File: config.mk
export PLATFORM = sky130hd
export DESIGN_NAME = ex_mem_pipe
export DESIGN_NICKNAME = d
export VERILOG_FILES = /design/src/rtl/ex_mem_pipe_pkg.sv /design/src/rtl/ex_mem_pipe_sat_counter.sv /design/src/rtl/ex_mem_pipe.sv
export SDC_FILE = /design/constraint.sdc
export NUM_CORES = 1
export LEC_CHECK = 0
export ABC_AREA = 1
export CAP_MARGIN = 20
export CORE_MARGIN = 1.5
export CORE_UTILIZATION = 36
export DETAILED_ROUTE_END_ITERATION = 10
export PLACE_DENSITY = 0.82
export SLEW_MARGIN = 15
export SYNTH_ARGS = -nofsm -noshare
export SYNTH_HDL_FRONTEND = slang
export SYNTH_HIERARCHICAL = 1
export SYNTH_SLANG_ARGS = --single-unit
File: constraint.sdc
create_clock -name clk -period 1.6 [get_ports clk]
set_input_delay 0.32 -clock clk [delete_from_list [all_inputs] [get_ports clk]]
set_output_delay 0.32 -clock clk [all_outputs]
set_load 0.02 [all_outputs]
File: src/rtl/ex_mem_pipe_pkg.sv
`default_nettype none
// ============================================================================
//  Module  : ex_mem_pipe_pkg
//  Brief   : Constants, stall indices and slot-action decode shared by the
//            pipeline stage registers.
//  Rev     : 1.0  initial release
// ============================================================================
package ex_mem_pipe_pkg;

    localparam logic        RstEnable    = 1'b1;
    localparam logic        WriteDisable = 1'b0;
    localparam logic [31:0] ZeroWord     = 32'h0000_0000;
    localparam logic [4:0]  NOPRegAddr   = 5'b00000;

    localparam int STALL_W = 6;
    localparam int EX_IDX  = 3;
    localparam int MEM_IDX = 4;

    typedef enum logic [2:0] {
        ACT_RESET   = 3'd0,
        ACT_FLUSH   = 3'd1,
        ACT_BUBBLE  = 3'd2,
        ACT_ADVANCE = 3'd3,
        ACT_HOLD    = 3'd4
    } pipe_act_e;

    // sx=0 with sm=1 cannot come from the control block; it falls into advance.
    function automatic pipe_act_e pipe_action(
        input logic rst_v,
        input logic flush_v,
        input logic sx,
        input logic sm
    );
        if (rst_v == RstEnable) begin
            return ACT_RESET;
        end else if (flush_v) begin
            return ACT_FLUSH;
        end else if (!sx) begin
            return ACT_ADVANCE;
        end else if (!sm) begin
            return ACT_BUBBLE;
        end else begin
            return ACT_HOLD;
        end
    endfunction

endpackage
`default_nettype wire

File: src/rtl/ex_mem_pipe_sat_counter.sv
`default_nettype none
// ============================================================================
//  Module  : ex_mem_pipe_sat_counter
//  Brief   : Saturating up-counter with synchronous clear, used for stall and
//            bubble statistics in the stage registers.
//  Rev     : 1.0  initial release
// ============================================================================
module ex_mem_pipe_sat_counter #(
    parameter int WIDTH = 16
) (
    input  logic             clk,
    input  logic             clr_i,
    input  logic             inc_i,
    output logic [WIDTH-1:0] count_o
);

    logic [WIDTH-1:0] count_q;
    logic [WIDTH-1:0] count_d;

    // Stops at all-ones so a long stall storm never wraps back to a small value.
    always_comb begin
        count_d = count_q;
        if (inc_i && (count_q != {WIDTH{1'b1}})) begin
            count_d = count_q + 1'b1;
        end
    end

    always_ff @(posedge clk) begin
        if (clr_i) begin
            count_q <= '0;
        end else begin
            count_q <= count_d;
        end
    end

    assign count_o = count_q;

endmodule
`default_nettype wire

File: src/rtl/ex_mem_pipe.sv
`default_nettype none
// ============================================================================
//  Module  : ex_mem_pipe
//  Brief   : EX/MEM pipeline register with stall, flush, bubble insertion and
//            madd/msub accumulator feedback to the execute stage.
//  Rev     : 1.0  initial release
// ============================================================================
module ex_mem_pipe #(
    parameter int DATA_W  = 32,
    parameter int RADDR_W = 5,
    parameter int CNT_W   = 2,
    parameter int STALL_W = ex_mem_pipe_pkg::STALL_W,
    parameter int EX_IDX  = ex_mem_pipe_pkg::EX_IDX,
    parameter int MEM_IDX = ex_mem_pipe_pkg::MEM_IDX,
    parameter int BUB_W   = 16
) (
    input  logic                  clk,
    input  logic                  rst,
    input  logic [STALL_W-1:0]    stall,
    input  logic                  flush,
    input  logic [RADDR_W-1:0]    ex_wd,
    input  logic                  ex_wreg,
    input  logic [DATA_W-1:0]     ex_wdata,
    input  logic                  ex_whilo,
    input  logic [DATA_W-1:0]     ex_hi,
    input  logic [DATA_W-1:0]     ex_lo,
    input  logic [CNT_W-1:0]      cnt_i,
    input  logic [2*DATA_W-1:0]   hilo_i,
    output logic [RADDR_W-1:0]    mem_wd,
    output logic                  mem_wreg,
    output logic [DATA_W-1:0]     mem_wdata,
    output logic                  mem_whilo,
    output logic [DATA_W-1:0]     mem_hi,
    output logic [DATA_W-1:0]     mem_lo,
    output logic                  mem_valid,
    output logic [CNT_W-1:0]      cnt_o,
    output logic [2*DATA_W-1:0]   hilo_o,
    output logic [BUB_W-1:0]      bubble_cnt
);

    import ex_mem_pipe_pkg::*;

    localparam int HILO_W = 2 * DATA_W;

    localparam logic [RADDR_W-1:0] NOP_ADDR  = RADDR_W'(NOPRegAddr);
    localparam logic [DATA_W-1:0]  ZERO_DATA = DATA_W'(ZeroWord);

    pipe_act_e           w_act;
    logic                unused_stall;

    logic [RADDR_W-1:0]  wd_q,    wd_d;
    logic                wreg_q,  wreg_d;
    logic [DATA_W-1:0]   wdata_q, wdata_d;
    logic                whilo_q, whilo_d;
    logic [DATA_W-1:0]   hi_q,    hi_d;
    logic [DATA_W-1:0]   lo_q,    lo_d;
    logic                valid_q, valid_d;
    logic [CNT_W-1:0]    cnt_q,   cnt_d;
    logic [HILO_W-1:0]   hilo_q,  hilo_d;

    assign w_act        = pipe_action(rst, flush, stall[EX_IDX], stall[MEM_IDX]);
    // Only the EX and MEM bits steer this register; the rest belong to other stages.
    assign unused_stall = ^stall;

    always_comb begin
        wd_d    = wd_q;
        wreg_d  = wreg_q;
        wdata_d = wdata_q;
        whilo_d = whilo_q;
        hi_d    = hi_q;
        lo_d    = lo_q;
        valid_d = valid_q;
        cnt_d   = cnt_q;
        hilo_d  = hilo_q;

        case (w_act)
            ACT_RESET, ACT_FLUSH: begin
                wd_d    = NOP_ADDR;
                wreg_d  = WriteDisable;
                wdata_d = ZERO_DATA;
                whilo_d = WriteDisable;
                hi_d    = ZERO_DATA;
                lo_d    = ZERO_DATA;
                valid_d = 1'b0;
                cnt_d   = '0;
                hilo_d  = '0;
            end
            // Bubble into MEM while the madd/msub partial result loops back to EX.
            ACT_BUBBLE: begin
                wd_d    = NOP_ADDR;
                wreg_d  = WriteDisable;
                wdata_d = ZERO_DATA;
                whilo_d = WriteDisable;
                hi_d    = ZERO_DATA;
                lo_d    = ZERO_DATA;
                valid_d = 1'b0;
                cnt_d   = cnt_i;
                hilo_d  = hilo_i;
            end
            ACT_ADVANCE: begin
                wd_d    = ex_wd;
                wreg_d  = ex_wreg;
                wdata_d = ex_wdata;
                whilo_d = ex_whilo;
                hi_d    = ex_hi;
                lo_d    = ex_lo;
                valid_d = 1'b1;
                cnt_d   = '0;
                hilo_d  = '0;
            end
            default: begin
            end
        endcase
    end

    always_ff @(posedge clk) begin
        if (rst == RstEnable) begin
            wd_q    <= NOP_ADDR;
            wreg_q  <= WriteDisable;
            wdata_q <= ZERO_DATA;
            whilo_q <= WriteDisable;
            hi_q    <= ZERO_DATA;
            lo_q    <= ZERO_DATA;
            valid_q <= 1'b0;
            cnt_q   <= '0;
            hilo_q  <= '0;
        end else begin
            wd_q    <= wd_d;
            wreg_q  <= wreg_d;
            wdata_q <= wdata_d;
            whilo_q <= whilo_d;
            hi_q    <= hi_d;
            lo_q    <= lo_d;
            valid_q <= valid_d;
            cnt_q   <= cnt_d;
            hilo_q  <= hilo_d;
        end
    end

    ex_mem_pipe_sat_counter #(
        .WIDTH (BUB_W)
    ) u_bubble_cnt (
        .clk     (clk),
        .clr_i   (rst),
        .inc_i   (w_act == ACT_BUBBLE),
        .count_o (bubble_cnt)
    );

    assign mem_wd    = wd_q;
    assign mem_wreg  = wreg_q;
    assign mem_wdata = wdata_q;
    assign mem_whilo = whilo_q;
    assign mem_hi    = hi_q;
    assign mem_lo    = lo_q;
    assign mem_valid = valid_q;
    assign cnt_o     = cnt_q;
    assign hilo_o    = hilo_q;

endmodule
`default_nettype wire

**Word level (Yosys, flattened, before mapping)**

Cells that the tools add are included.

- Add/sub/neg operators: 1
- Multipliers: 0
- Divide/modulo/power cells: 0
- Order comparisons: 0
- Equal/unequal tests: 4
- Shift-type cells: 0
- Multiplexer cells: 13
- Bitwise gates (word level): 0
- Reduce and logical (&&, ||, !) cells: 6

Operators by type and width:

| kind | number |
|---|---|
| one-hot mux 32 bit (2 select lines) | 3 |
| one-hot mux 64 bit (2 select lines) | 1 |
| adder 16 x 1 -> 16 bit, second input constant | 1 |
| inequality test 16 bit, second input constant | 1 |
| two-way mux 3 bit | 4 |
| one-hot mux 5 bit (2 select lines) | 1 |
| equality test 3 x 2 -> 1 bit, second input constant | 2 |
| one-hot mux 1 bit (2 select lines) | 3 |
| OR reduction 3 bit | 2 |
| one-hot mux 2 bit (2 select lines) | 1 |
| nonzero test 2 bit | 2 |
| equality test 3 x 1 -> 1 bit, second input constant | 1 |
| logical NOT 3 bit | 1 |
| logical AND 1 bit | 1 |

- Register bits after elaboration: 186
- Bits in latches: 0
- Bits in writable memories: 0
- ROM bits: 0
- Input bits: 178
- Output and inout port bits: 186
- Word-level logic and storage cells: 34
- Memories kept: 0

**Depth between registers and ports, before layout**

Gate-level depths: netlist of the first run.

- Depth in word-level cells: 7
- Mapped depth: 13
- Depth with buffers taken out: 10

**Modules after synthesis**

The synthesis of the first run kept the hierarchy.

Modules (own cells, without submodules):

| module | instances | cells an instance | area an instance (um^2) | sequential area each (um^2) |
|---|---|---|---|---|
| ex_mem_pipe | 1 | 760 | 6,266.0 | 3,403.3 |
| ex_mem_pipe_sat_counter | 1 | 149 | 929.6 | 320.3 |

**Worst setup path before layout of the first run**

Ideal clock, no wire load.

- Kind: input -> register
- Start: in flush
- End: reg u_bubble_cnt.count_q[13] (netlist: u_bubble_cnt/count_o[13])
- Setup time: 0.115 ns
- Data arrival time: 1.663 ns
- Required time: 1.485 ns
- Slack: -0.178 ns
- Stages: 12
- Buffers on the path: 3
- Cell sequence: nor2_4 -> buf_8 -> buf_4 -> nand2_1 -> nor2_1 -> buf_2 -> nand3_1 -> or2_0 -> nor2_1 -> nand3_1 -> nand2_1 -> nor2_1

- Longest elaborated chain between the ends: 4

RTL lines:

| what | line | text |
|---|---|---|
| from (decl) | ex_mem_pipe.sv:20 | `input logic flush,` |
| two-way mux 3 bit | ex_mem_pipe_pkg.sv:36 | `end else if (flush_v) begin` |
| two-way mux 3 bit | ex_mem_pipe_pkg.sv:34 | `if (rst_v == RstEnable) begin` |
| equality test 3 x 2 -> 1 bit | ex_mem_pipe.sv:145 | `.inc_i (w_act == ACT_BUBBLE),` |
| logical AND 1 bit | ex_mem_pipe_sat_counter.sv:23 | `if (inc_i && (count_q != {WIDTH{1'b1}})) begin` |
| to (signal assigned) | ex_mem_pipe_sat_counter.sv:32 | `count_q <= count_d;` |
| to (decl) | ex_mem_pipe_sat_counter.sv:17 | `logic [WIDTH-1:0] count_q;` |

Every way passes these cells.
A chain may end at the register's enable or synchronous reset.

**Worst setup path after layout of the first run**

- Start: reg u_bubble_cnt.count_q[11] (netlist: u_bubble_cnt/count_o[11])
- End: out bubble_cnt[11]

RTL lines:

| what | line | text |
|---|---|---|
| to (decl) | ex_mem_pipe.sv:38 | `output logic [BUB_W-1:0] bubble_cnt` |

No word-level cell between the ends.

==> impl_metrics.tcl, run 1 <==
set metrics [dict create \
    outcome "completed" \
    ys_seq_area_frac 0.517 \
    p_per_area_nw_per_um2 892 \
    r2r_slack_ns 0.17 \
    endpoint_kind "output pin" \
    period_minus_slack_ns 1.55 \
    placed_cells 1498 \
    initial_core_util 0.369 \
    final_cell_mix "nand3_1, nand2_1, dfxtp_1" \
    place_area_sq_um 11100 \
    yosysTopAreaCell "dfxtp_1" \
    via_count 7400 \
    area_growth_pct 59.2 \
    crit_type "reg -> out" \
    finalPower_uw 10200 \
    leakage_uw 0.00585 \
    crit_family "flip-flops" \
    yosys-top-cells-area "dfxtp_1, nand3_1, nand2_1" \
    drt-total-wl_microns 22700 \
    dieArea_sq_um 20800 \
    worstPathArrival_ns 1.23 \
    hold_class "in -> reg" \
    synth_cells 909 \
    dp_hpwl_microns 16200 \
    fin_cells 1532 \
    gr-usage-all-layers 0.208 \
    clk_pin_slew_ns 0.07 \
    core_area_sq_um 19500 \
    ctsHtreeMaxLevel 4 \
    design_area_sq_um 11500 \
    nets 1433 \
    dr.pass1.iters 5 \
    start_kind "register" \
    fp.dieW_microns 144 \
    cp_max_fo 6 \
    skew_ns 0.00958 \
    synth_nets 1088 \
    grt_overflow 0 \
    cp_slowest_stage_delay_ns 0.44 \
    internal-power_uw 7590 \
    cts.sink_count 186 \
    drt_iter0_drc 282 \
    swShare 0.257 \
    final_max_slew_viol_count 0 \
    grt_pass1_wl_microns 33900 \
    critPathBufInv 1 \
    worstMarginPinSlew_ns 0.501 \
    fin_crit_sh 0.966 \
    syn_area_sq_um 7200 \
    layout_commonest_cell "nand3_1" \
    root_buffer "clkbuf_16" \
    netlist-cell-type-count 22 \
    via_per_inst 4.83 \
    comb_power_share 0.122 \
    clkPwrFrac 0.409 \
    ys.warnings.count 6 \
    clkLatencyLatePin_ns 0.42 \
    hold_violations 0 \
    clockBufferDepth 2 \
    drive_gt1_frac 0.0773 \
    setup_viol 0 \
    vdd_drop_max_v 0.000677 \
    ctsHoldBuffers 0 \
    cap_violations 0 \
    remaining_drc_errors 0 \
    cts_tree "yes" \
    yosys_register_bits 186 \
    critical-path-slowest-cell "dfxtp_1" \
    fp.dieH_microns 144 \
    cts-buffers-inserted 17 \
    synth_top_area_share 0.517 \
    place_congestion 0.804 \
    path_cells "clkdlybuf4s15_1" \
    grt_max_degree 105 \
    ant_nets 0 \
    ios 364 \
    grt_pass1_vias 6664 \
    power_switching_uw 2630 \
    max-slew-margin-rel 0.666 \
    wl_per_cell_microns 14.8 \
    required_ns 1.28 \
    avgSynthCellArea_sq_um 7.92 \
    antenna_found_initial 0 \
    portBuffers 359 \
    n_antenna_cell 0 \
    max_freq_ghz 0.647 \
    power_frac_seq 0.469 \
    std_cell_rows 51 \
]
worst reg2reg max path: stages, from the launching register on:
cell and delay [ns]:
dfxtp_1 0.35, ha_1 0.20, inv_1 0.08, nor2_4 0.14, nand2_2 0.12, nor2_2 0.17
nand2_1 0.08, nor3_1 0.13, nor2_1 0.06
routing by layer:
| layer | track usage | up-vias | share of wire |
|---|---|---|---|
| li1 | - | 3736 | - |
| met1 | 0.239 | 3355 | 0.40 |
| met2 | 0.346 | 282 | 0.48 |
| met3 | 0.0805 | 27 | 0.10 |
| met4 | 0.0835 | 0 | 0.022 |
| met5 | 0 | - | 0 |
what timing repair did:
item	CTS	global route
pin swaps	0	4
setup endpoints to repair	186	15
buffers inserted	0	2
resized for setup	186	12
registers in the layout, indices dropped and copies added, names as in the netlist:
| name | flops |
|---|---|
| mem_wreg | 1 |
| mem_wdata | 32 |
| u_bubble_cnt/count_o | 16 |
| mem_lo | 32 |
| hilo_o | 64 |
| mem_whilo | 1 |
| mem_valid | 1 |
| cnt_o | 2 |
| mem_wd | 5 |
| mem_hi | 32 |
layout make-up:
cell class	count	area, sq um
fill	1788	8070
timing repair buffer	401	3820
sequential	186	3720
multi-input combinational	636	2950
clock buffer	18	429
tap	265	332
clock inverter	14	149
inverter	12	48.8
path summary, 6_finish.rpt:
path | startpoint | end | depth (start not counted)
worst max-delay path | u_bubble_cnt/count_o[11]$_SDFFE_PP0P_ | bubble_cnt[11] | 1
worst min-delay path | rst | u_bubble_cnt/count_o[6]$_SDFFE_PP0P_ | 5
worst max register to register | u_bubble_cnt/count_o[0]$_SDFFE_PP0P_ | u_bubble_cnt/count_o[12]$_SDFFE_PP0P_ | 8
worst min register to register | mem_lo[31]$_SDFFE_PP0P_ | mem_lo[31]$_SDFFE_PP0P_ | 2
cells in the mapped netlist (all sizes together):
cell      n
a21oi     7
buf      58
clkbuf   17
dfxtp   186
ha        1
inv      12
nand2   221
nand3   351
nand4     3
nor2     51
nor3      1
or2       1
power by group through the flow:
stage	clock network [uW]	logic (uW)	registers, uW
floorplan	0	408	5040
global placement	0	1310	4900
detailed placement	0	1330	4900
CTS	4290	1250	4790
global route	4530	1340	4800
finish	4180	1250	4790
logic make-up (layout without fill, tap and decap cells):
family | after synthesis | count (layout) | share of synthesized area
simple gates | 628 | 628 | 0.400
flops | 186 | 186 | 0.517
buf+inv | 87 | 445 | 0.0758
compound gates | 7 | 7 | 0.00487
fa+ha+maj | 1 | 1 | 0.00174
through the flow:
stage	setup WS (ns)	util	TNS (ns)	hold WS, ns
floorplan	-0.127	-	-0.233	0.451
global placement	-0.343	0.567	-39.70	0.451
detailed placement	-0.357	0.567	-43.83	0.454
CTS	0.0148	0.585	0	0.420
global route	-0.00298	0.587	-0.00298	0.428
finish	0.0542	0.587	0	0.437
(Power assumes the default switching activity.)
==> run 2: changes to the inputs <==
- CORE_UTILIZATION: 36 -> 35
- SKIP_CTS_REPAIR_TIMING: not set -> 1
- SYNTH_HIERARCHICAL: 1 -> not set
==> impl_metrics.tcl, run 2 <==
set metrics [dict create \
    outcome "completed" \
    via_count 6980 \
    required_ns 1.90 \
    layout_commonest_cell "dlymetal6s2s_1" \
    clockBufferDepth 2 \
    grt_overflow 0 \
    synth_nets 1059 \
    multi_input_area_sq_um 2240 \
    grt_max_degree 57 \
    p_per_area_nw_per_um2 830 \
    drt-total-wl_microns 22600 \
    endpoint_kind "register" \
    largest_register_ff_count 64 \
    clkLatencyLatePin_ns 0.42 \
    grt_pass1_wl_microns 32500 \
    remaining_drc_errors 0 \
    std_cell_rows 50 \
    place_area_sq_um 11000 \
    max-slew-margin-rel 0.739 \
    max_freq_ghz 0.677 \
    yosysTopAreaCell "dfxtp_1" \
    ys.flop_type "dfxtp_1" \
    worstPathArrival_ns 1.78 \
    ys.warnings.count 0 \
    leakage_uw 0.00733 \
    worstMarginPinSlew_ns 0.392 \
    nets 1423 \
    ant_nets 0 \
    cap_violations 0 \
    skew_ns 0.00933 \
    fp.dieH_microns 143 \
    cts_tree "yes" \
    cts.sink_count 186 \
    drt_iter0_drc 325 \
    comb_power_share 0.114 \
    hold_class "reg -> reg" \
    r2r-start "u_bubble_cnt.count_o[0]$_SDFFE_PP0P_" \
    fin_tns_setup_ns 0 \
    power_switching_uw 2530 \
    wl_per_cell_microns 14.9 \
    clkPwrFrac 0.406 \
    avgSynthCellArea_sq_um 7.79 \
    synth_top_area_share 0.543 \
    fin_cells 1517 \
    placed_cells 1484 \
    gr-usage-all-layers 0.203 \
    internal-power_uw 7450 \
    synth.most_common_cell "dfxtp_1" \
    n_antenna_cell 0 \
    via_per_inst 4.60 \
    cp_max_fo 15 \
    rsz0062_at_grt "false" \
    fin_crit_sh 0.923 \
    fp.dieW_microns 143 \
    syn_area_sq_um 6850 \
    area_growth_pct 75.4 \
    final_cell_mix "dlymetal6s2s_1, dfxtp_1, inv_1" \
    ios 364 \
    min_to "mem_lo[7]$_SDFFE_PP0P_" \
    netlist-cell-type-count 22 \
    r2r_end "u_bubble_cnt.count_o[9]$_SDFFE_PP0P_" \
    dp_hpwl_microns 16100 \
    async_flop_share 0 \
    clk_pin_slew_ns 0.07 \
    r2r_slack_ns 0.12 \
    synth_common_cells "dfxtp_1, inv_1, o21ai_0" \
    design_area_sq_um 12000 \
    synth_edf_count 0 \
    core_area_sq_um 19000 \
    start_kind "register" \
    final_max_slew_viol_count 0 \
    crit_type "reg -> reg" \
    setup_viol 0 \
    worstHoldPathCells 2 \
    ys_seq_area_frac 0.543 \
    nFillCells 1521 \
    drive_gt1_frac 0.0676 \
    dr.pass1.iters 4 \
    post-route-util 0.634 \
    synth_cells 880 \
    vdd_drop_max_v 0.000691 \
    hold_violations 0 \
    yosys-top-cells-area "dfxtp_1, o21ai_0, inv_1" \
    place_congestion 0.805 \
    portBuffers 359 \
    hp-start "mem_lo[7]$_SDFFE_PP0P_" \
    timing.hold.ws_ns 0.458 \
    root_buffer "clkbuf_16" \
    dieArea_sq_um 20400 \
    ctsHtreeMaxLevel 4 \
    period_minus_slack_ns 1.48 \
    grt_pass1_vias 6482 \
    ff2ff_path_depth 9 \
    swShare 0.253 \
    yosys_register_bits 186 \
    layout.area.seq_sq_um 3730 \
    power_frac_seq 0.480 \
    cts-buffers-inserted 17 \
    antenna_found_initial 0 \
    initial_core_util 0.361 \
]
[run 2: cell type report]
type | instances | area share
multi-input combinational | 460 | 0.187
inverter | 182 | 0.0569
sequential | 186 | 0.310
tap | 260 | 0.0271
timing repair buffer | 397 | 0.372
clock inverter | 14 | 0.0112
clock buffer | 18 | 0.0357
[run 2: cells by family (layout without fill, tap and decap cells)]
kind of cell               Yosys count  in the layout  synth area share
AOI/OAI and AO/OA                  185            185             0.135
adders and majority gates            1              1           0.00183
buffers and inverters              234            611             0.131
DFF                                186            186             0.543
and+or+nand+nor                    267            267             0.179
xor gates and xnor gates             7              7           0.00895
[run 2: metal layers]
metal | GRT usage | share of wire
met4 | 0.0667 | 0.022
met3 | 0.0714 | 0.086
met1 | 0.215 | 0.38
met5 | 0 | 0
met2 | 0.371 | 0.51
[run 2: worst max-delay path by stage]
stage                                               start                                    end  slack, ns  depth (start not counted)
detailed placement                                  flush                mem_hi[14]$_SDFFE_PP0P_      -0.31                          6
finish               u_bubble_cnt.count_o[0]$_SDFFE_PP0P_   u_bubble_cnt.count_o[9]$_SDFFE_PP0P_       0.12                          9
CTS                 u_bubble_cnt.count_o[10]$_SDFFE_PP0P_                         bubble_cnt[10]      -0.24                          1
global placement                                    flush  u_bubble_cnt.count_o[13]$_SDFFE_PP0P_      -0.26                          9
global route         u_bubble_cnt.count_o[1]$_SDFFE_PP0P_   u_bubble_cnt.count_o[1]$_SDFFE_PP0P_     0.0009                          8
floorplan            u_bubble_cnt.count_o[0]$_SDFFE_PP0P_  u_bubble_cnt.count_o[10]$_SDFFE_PP0P_     0.0003                          9
[run 2: worst max-delay path, stage by stage, from the launching register on]
cell     delay [ns]
dfxtp_2        0.33
ha_1           0.17
nand2_1        0.07
nor2_2         0.16
nand2_2        0.12
nor2_4         0.17
nor2_8         0.09
buf_12         0.14
nand2_1        0.06
a21oi_1        0.05
[run 2: metrics by stage]
step	setup slack [ns]	total power [uW]
after floorplan	0.000322	5270
after global placement	-0.255	6040
after detailed placement	-0.307	6050
after CTS	-0.240	10100
after global routing	0.000902	10400
final	0.122	9970
[run 2: power by group through the flow]
stage	combinational (uW)	sequential, uW	clock (uW)
after CTS	1160	4800	4150
after floorplan	229	5040	0
after detailed placement	1150	4900	0
after global routing	1210	4800	4350
final	1140	4790	4050
after global placement	1140	4900	0
==> run 3: changes to the inputs <==
- CORE_AREA: not set -> 2 2 140 142
- CORE_MARGIN: 1.5 -> not set
- CORE_UTILIZATION: 35 -> not set
- DIE_AREA: not set -> 0 0 142 144
- PLACE_DENSITY: 0.82 -> 0.81
- SLEW_MARGIN: 15 -> 20
- clock period: 1.6 -> 1.51 ns (I/O delays scaled with it)
==> impl_metrics.tcl, run 3 (synthesis gave the netlist of run 2 again) <==
set metrics [dict create \
    outcome "completed" \
    power_frac_seq 0.476 \
    grt_pass1_wl_microns 32700 \
    critPathBufInv 1 \
    vdd_drop_max_v 0.000734 \
    drt-total-wl_microns 23000 \
    drive_gt1_frac 0.0835 \
    crit_family "simple AND/OR/NAND/NOR gates" \
    critical-path-slowest-cell "dfxtp_1" \
    rsz0062_at_grt "true" \
    worstMarginPinSlew_ns 0.509 \
    ant_nets 0 \
    remaining_drc_errors 0 \
    hold_violations 0 \
    path_cells "nand2_1 -> nor2_1 -> nand3_1 -> nand2_1 -> buf_12 -> nand3_1 -> a21oi_1" \
    hold_class "in -> reg" \
    nets 1435 \
    cp_max_fo 12 \
    cts.sink_count 186 \
    fin_crit_sh 0.999 \
    layout_commonest_cell "dlymetal6s2s_1" \
    internal-power_uw 7990 \
    core_area_sq_um 19100 \
    start_kind "register" \
    n_antenna_cell 0 \
    grt_overflow 0 \
    via_count 7058 \
    cts-buffers-inserted 17 \
    grt_max_degree 70 \
    worstHoldPathCells 3 \
    placed_cells 1467 \
    area_growth_pct 77.5 \
    ios 364 \
    grt_pass1_vias 6614 \
    r2r_slack_ns 0.001 \
    period_minus_slack_ns 1.51 \
    clockBufferDepth 2 \
    final_cell_mix "dlymetal6s2s_1, dfxtp_1, inv_1" \
    ff2ff_path_depth 7 \
    fp.dieW_microns 142 \
    min_to "u_bubble_cnt.count_o[9]$_SDFFE_PP0P_" \
    largest_register_ff_count 64 \
    via_per_inst 4.68 \
    power_switching_uw 2680 \
    gr-usage-all-layers 0.201 \
    layout.area.seq_sq_um 3730 \
    cp_slowest_stage_delay_ns 0.44 \
    fin_cells 1507 \
    place_congestion 0.849 \
    initial_core_util 0.359 \
    crit_type "reg -> reg" \
    clkPwrFrac 0.410 \
    dieArea_sq_um 20400 \
    leakage_uw 0.00738 \
    final_max_slew_viol_count 0 \
    clkLatencyLatePin_ns 0.42 \
    swShare 0.251 \
    drt_iter0_drc 278 \
    worstPathArrival_ns 1.85 \
    cts_tree "yes" \
    multi_input_area_sq_um 2320 \
    fp.dieH_microns 144 \
    hp-start "rst" \
    skew_ns 0.0117 \
    endpoint_kind "register" \
    clk_pin_slew_ns 0.08 \
    std_cell_rows 51 \
    ctsHtreeMaxLevel 4 \
    wl_per_cell_microns 15.3 \
    required_ns 1.85 \
    r2r-start "u_bubble_cnt.count_o[10]$_SDFFE_PP0P_" \
    nFillCells 1493 \
    dp_hpwl_microns 16100 \
    max-slew-margin-rel 0.660 \
    max_freq_ghz 0.663 \
    fin_tns_setup_ns 0 \
    portBuffers 359 \
    root_buffer "clkbuf_16" \
    cap_violations 0 \
    p_per_area_nw_per_um2 877 \
    dr.pass1.iters 4 \
    setup_viol 0 \
    r2r_end "u_bubble_cnt.count_o[2]$_SDFFE_PP0P_" \
    comb_power_share 0.114 \
    antenna_found_initial 0 \
]
## run 3: final cells by class
| cell class | count | share of cell area |
|---|---|---|
| Clock buffer | 19 | 0.0372 |
| Tap cell | 238 | 0.0245 |
| Sequential cell | 186 | 0.307 |
| Timing Repair Buffer | 406 | 0.374 |
| Inverter | 182 | 0.0563 |
| Multi-Input combinational cell | 463 | 0.190 |
| Clock inverter | 13 | 0.0104 |
## run 3: per-stage QoR
stage               setup WS [ns]  hold slack, ns  cell area [sq um]  power, uW  utilization
floorplan                 0.00390           0.415               6860       5580            -
global placement           -0.335           0.453              11000       6410        0.576
detailed placement         -0.393           0.457              11000       6430        0.576
CTS                        -0.389           0.430              11600      10800        0.607
global route              -0.0990           0.430              12200      11100        0.637
finish                    0.00141           0.445              12200      10700        0.637
## run 3: worst max path at each step
stage | start | end | slack, ns | cells past startpoint
finish | u_bubble_cnt.count_o[10]$_SDFFE_PP0P_ | u_bubble_cnt.count_o[2]$_SDFFE_PP0P_ | 0.001 | 7
global placement | flush | u_bubble_cnt.count_o[15]$_SDFFE_PP0P_ | -0.34 | 9
detailed placement | rst | u_bubble_cnt.count_o[15]$_SDFFE_PP0P_ | -0.39 | 9
CTS | u_bubble_cnt.count_o[9]$_SDFFE_PP0P_ | bubble_cnt[9] | -0.39 | 1
floorplan | u_bubble_cnt.count_o[1]$_SDFFE_PP0P_ | u_bubble_cnt.count_o[10]$_SDFFE_PP0P_ | 0.004 | 9
global route | u_bubble_cnt.count_o[13]$_SDFFE_PP0P_ | u_bubble_cnt.count_o[15]$_SDFFE_PP0P_ | -0.1 | 8
## run 3: worst min-delay path, delay by kind of cell
kind | cells | cell delay (ns)
compound gates | 1 | 0.12
buf+inv | 2 | 0.40
## run 3: routing by layer
metal  share of wire  GRT usage
met4           0.035     0.0821
met5               0          0
met1            0.39      0.228
met3           0.090     0.0811
met2            0.49      0.339
## run 3: power by group through the flow
stage / Clock (uW) / Sequential [uW] / Combinational (uW)
floorplan: 0 / 5340 / 243
global placement: 0 / 5190 / 1230
detailed placement: 0 / 5190 / 1240
CTS: 4480 / 5080 / 1240
global route: 4700 / 5090 / 1310
finish: 4370 / 5080 / 1220
==> RTL change 1 (flow settings as in run 1) <==
The parameter `DATA_W` goes from 32 to 28.
--- a/src/rtl/ex_mem_pipe.sv
+++ b/src/rtl/ex_mem_pipe.sv
@@ -8,3 +8,3 @@
 module ex_mem_pipe #(
-    parameter int DATA_W  = 32,
+    parameter int DATA_W  = 28,
     parameter int RADDR_W = 5,
Interface: changed (8 resized); port bits go from 364 to 324. The function was not compared with the original's and may differ.
==> RTL change 1 against run 1 <==
Cell count fell by 11%. Maximum frequency rose by 0.97%. Non-clock buffer count fell by 53. Sequential cell count fell by 20. Setup slack improved by 0.015 ns. Total power fell by 8.0%. Area after synthesis fell by 12%. Clock power fell by 3%. Routed wire length fell by 12%. Final area fell by 11%. Highest routed layer unchanged.
==> RTL change 1: results (changes against run 1) <==
Outcome
  • Status: complete, no violations (unchanged)

Place
  • HPWL after DPL: 14000 µm (was 16220 µm)
  • Placed Area: 9822 µm² (was 11070 µm²)
  • PortBufs: 319 (was 359)
  • Worst slack, placed: -0.4777 ns (was -0.3566 ns)

Finish
  • Final clock-cell share: 5.697% (was 5.046%)
  • Signal buffers: 348 (was 401)
  • Largest register FFs: 56 (was 64)
  • Fraction of area in multi-input gates: 26.10% (was 25.79%)

GRT
  • First-pass GRT wire length: 30100 µm (was 33890 µm)
  • Pin count of the biggest net entering global routing: 128 (was 105)
  • Global-route usage over all layers: 20.77% (was 20.79%)

Timing
  • Worst Skew: 0.003228 ns (was 0.009582 ns)
  • Fmax: 653.2 MHz (was 646.9 MHz)
  • Hold_ws: 0.3967 ns (was 0.4366 ns)

Detailed routing
  • DR vias/cell: 4.898 (was 4.830)
  • Pre-antenna DRT Iters: 4 (was 5)
  • DRT iter0 DRCs: 373 (was 282)

Synth
  • Cell variety after synth: 19 (was 22)
  • Adder-cell area share of the yosys netlist: 0.1971% (was 0.1739%)
  • Synthesized area per cell: 7.733 µm² (was 7.916 µm²)
  • Post-synthesis compound-gate area fraction: 0.5518% (was 0.4869%)
  • Mapped Nets: 980 (was 1088)
  • Synth Instances: 821 (was 909)

CTS
  • CTS Sinks: 166 (was 186)

Worst hold path
  • Critical hold path startpoint: flush (was rst)

Power
  • Leakage: 5.226 nW (was 5.852 nW)

Worst setup path
  • Worst Setup SP: u_bubble_cnt/count_o[8] (was u_bubble_cnt/count_o[11])
-- RTL change 1: timing repair --
action | 4_1_cts | 5_1_grt
cloned | 0 | 0
setup endpoints to repair | 167 | 17
pin swaps | 0 | 6
setup buffers | 0 | 2
hold buffers | 0 | 0
resized for setup | 167 | 11
-- RTL change 1: metal layers --
| layer | up-vias | global-route usage (%) | routed length [µm] |
|---|---|---|---|
| met5 | - | 0 | 0 |
| met1 | 3002 | 24.23 | 8021 |
| met3 | 31 | 8.455 | 2125 |
| li1 | 3349 | - | - |
| met2 | 275 | 33.87 | 9280 |
| met4 | 0 | 8.244 | 488 |
-- RTL change 1: power by group through the flow --
stage          sequential [mW]  combinational, mW  clock [mW]
3_3_place_gp              4.37               1.15           0
5_1_grt                   4.29               1.17        4.30
6_report                  4.28               1.09        4.04
3_5_place_dp              4.37               1.15           0
4_1_cts                   4.28               1.09        4.13
2_1_floorplan             4.49              0.334           0
==> RTL change 2 (settings of run 1) <==
Made on the original files. Register the output `bubble_cnt`; this adds one clock of latency there. The other outputs are not delayed to match.
--- a/src/rtl/ex_mem_pipe.sv
+++ b/src/rtl/ex_mem_pipe.sv
@@ -46,2 +46,4 @@
     localparam logic [DATA_W-1:0]  ZERO_DATA = DATA_W'(ZeroWord);
+
+    logic [BUB_W-1:0] bubble_cnt_d;
 
@@ -145,3 +147,3 @@
         .inc_i   (w_act == ACT_BUBBLE),
-        .count_o (bubble_cnt)
+        .count_o (bubble_cnt_d)
     );
@@ -158,2 +160,6 @@
 
+    always_ff @(posedge clk) begin
+        bubble_cnt <= bubble_cnt_d;
+    end
+
 endmodule
Function: changed (a bounded check fails within 4 cycles, from zero or initial values and one cycle with rst high).
==> RTL change 2 against run 1 <==
Area after synthesis grew 5.9%. Sequential cell count grew 16. Critical path type unchanged. Sequential power grew 8.6%. Routed wire length grew 1.9%. Total power grew 12%. Final area grew 3.9%. Die area grew 5.8%. Largest cell class is now sequential cells. Largest power group unchanged. Setup slack gained 0.0076 ns. Clock power grew 19%. Critical path depth is the same. Hold slack lost 0.067 ns. Critical endpoint is now mem_lo[10].
==> RTL change 2: results (changes against run 1) <==
Outcome
  • Status: complete, no violations (unchanged)

Synth
  • Post-synthesis compound-gate area fraction: 0.4597% (was 0.4869%)
  • Cell variety after synth: 25 (was 22)
  • Adder-cell area share of the yosys netlist: 0.1642% (was 0.1739%)
  • Synth Instances: 925 (was 909)
  • Sequential area share after synthesis: 53.06% (was 51.75%)
  • Post-synth top cells: nand3_1 (342), nand2_1 (219), dfxtp_1 (202) (was nand3_1 (351), nand2_1 (219), dfxtp_1 (186))
  • Mapped Area: 7621 µm² (was 7196 µm²)
  • Mapped Nets: 1104 (was 1088)

GRT
  • Initial antenna violation count: 2 (was 0)
  • Vias in the first global route: 7159 (was 6664)
  • Met1 Resource Use GR: 22.49% (was 23.93%)
  • First-pass GRT wire length: 35690 µm (was 33890 µm)
  • Met2 Use GR: 34.14% (was 34.63%)
  • Met3 GRT Util: 6.196% (was 8.046%)
  • Global-route usage over all layers: 19.71% (was 20.79%)

Finish
  • Fraction of layout cells with a size suffix above 1: 7.584% (was 7.735%)
  • CLK BUF: 31 (was 18)
  • Final nets: 1446 (was 1433)
  • ANT cells: 2 (was 0)
  • Signal buffers: 392 (was 401)
  • Area of the multi-input gates: 2992 µm² (was 2954 µm²)
  • Non-clock buffer share: 31.58% (was 33.33%)
  • Fill count: 1914 (was 1788)
  • Final clock-cell share: 5.990% (was 5.046%)
  • Final Instance Area: 11910 µm² (was 11460 µm²)

Detailed routing
  • WL/cell: 14.85 µm (was 14.81 µm)
  • Routed wire length: 23110 µm (was 22680 µm)
  • Via count: 7566 (was 7400)
  • DR WL met2: 11050 µm (was 10780 µm)
  • DR WL met3: 2175 µm (was 2282 µm)
  • DRT iter0 DRCs: 358 (was 282)

Place
  • GP Congestion: 0.8396 (was 0.8038)
  • Worst slack, placed: -0.4163 ns (was -0.3566 ns)
  • Placed Area: 11400 µm² (was 11070 µm²)
  • HPWL after DPL: 16160 µm (was 16220 µm)
  • Placed cells: 1515 (was 1498)

CTS
  • CTS Sinks: 202 (was 186)
  • TritonCTS Buffers: 23 (was 17)
  • Clock buffer depth: 3 (was 2)
  • H-tree depth: 1 (was 4)

Worst setup path
  • Critical Path Max Stage Delay: 0.37 ns (was 0.44 ns)
  • Worst-path fanout max: 2 (was 6)

Timing
  • Tightest Pin Transition: 0.5418 ns (was 0.5012 ns)
  • Worst Skew: 0.005003 ns (was 0.009582 ns)

Power
  • Sw Share: 23.42% (was 25.72%)
==> RTL change 2: final timing paths <==
check,startpoint,endpoint,slack [ns],cells after the start
max,mem_lo[10],mem_lo[10],0.06,1
min reg2reg,u_bubble_cnt/count_o[1],bubble_cnt[1],0.38,0
min,hilo_i[30],hilo_o[30],0.37,3
max reg2reg,u_bubble_cnt/count_o[1],u_bubble_cnt/count_o[15],0.17,6
==> RTL change 2: what timing repair did <==
action	CTS	global route
gates resized for setup	187	2
pin swaps	0	3
endpoints found under the setup margin	186	4
hold buffers	0	0
setup buffers	0	2
==> RTL change 2: power groups by stage <==
stage          Combinational (mW)  Sequential [mW]  Clock [mW]
2_1_floorplan               0.431             5.45           0
3_5_place_dp                 1.31             5.31           0
4_1_cts                      1.25             5.20        5.11
3_3_place_gp                 1.30             5.31           0
5_1_grt                      1.33             5.21        5.30
6_report                     1.24             5.20        4.98
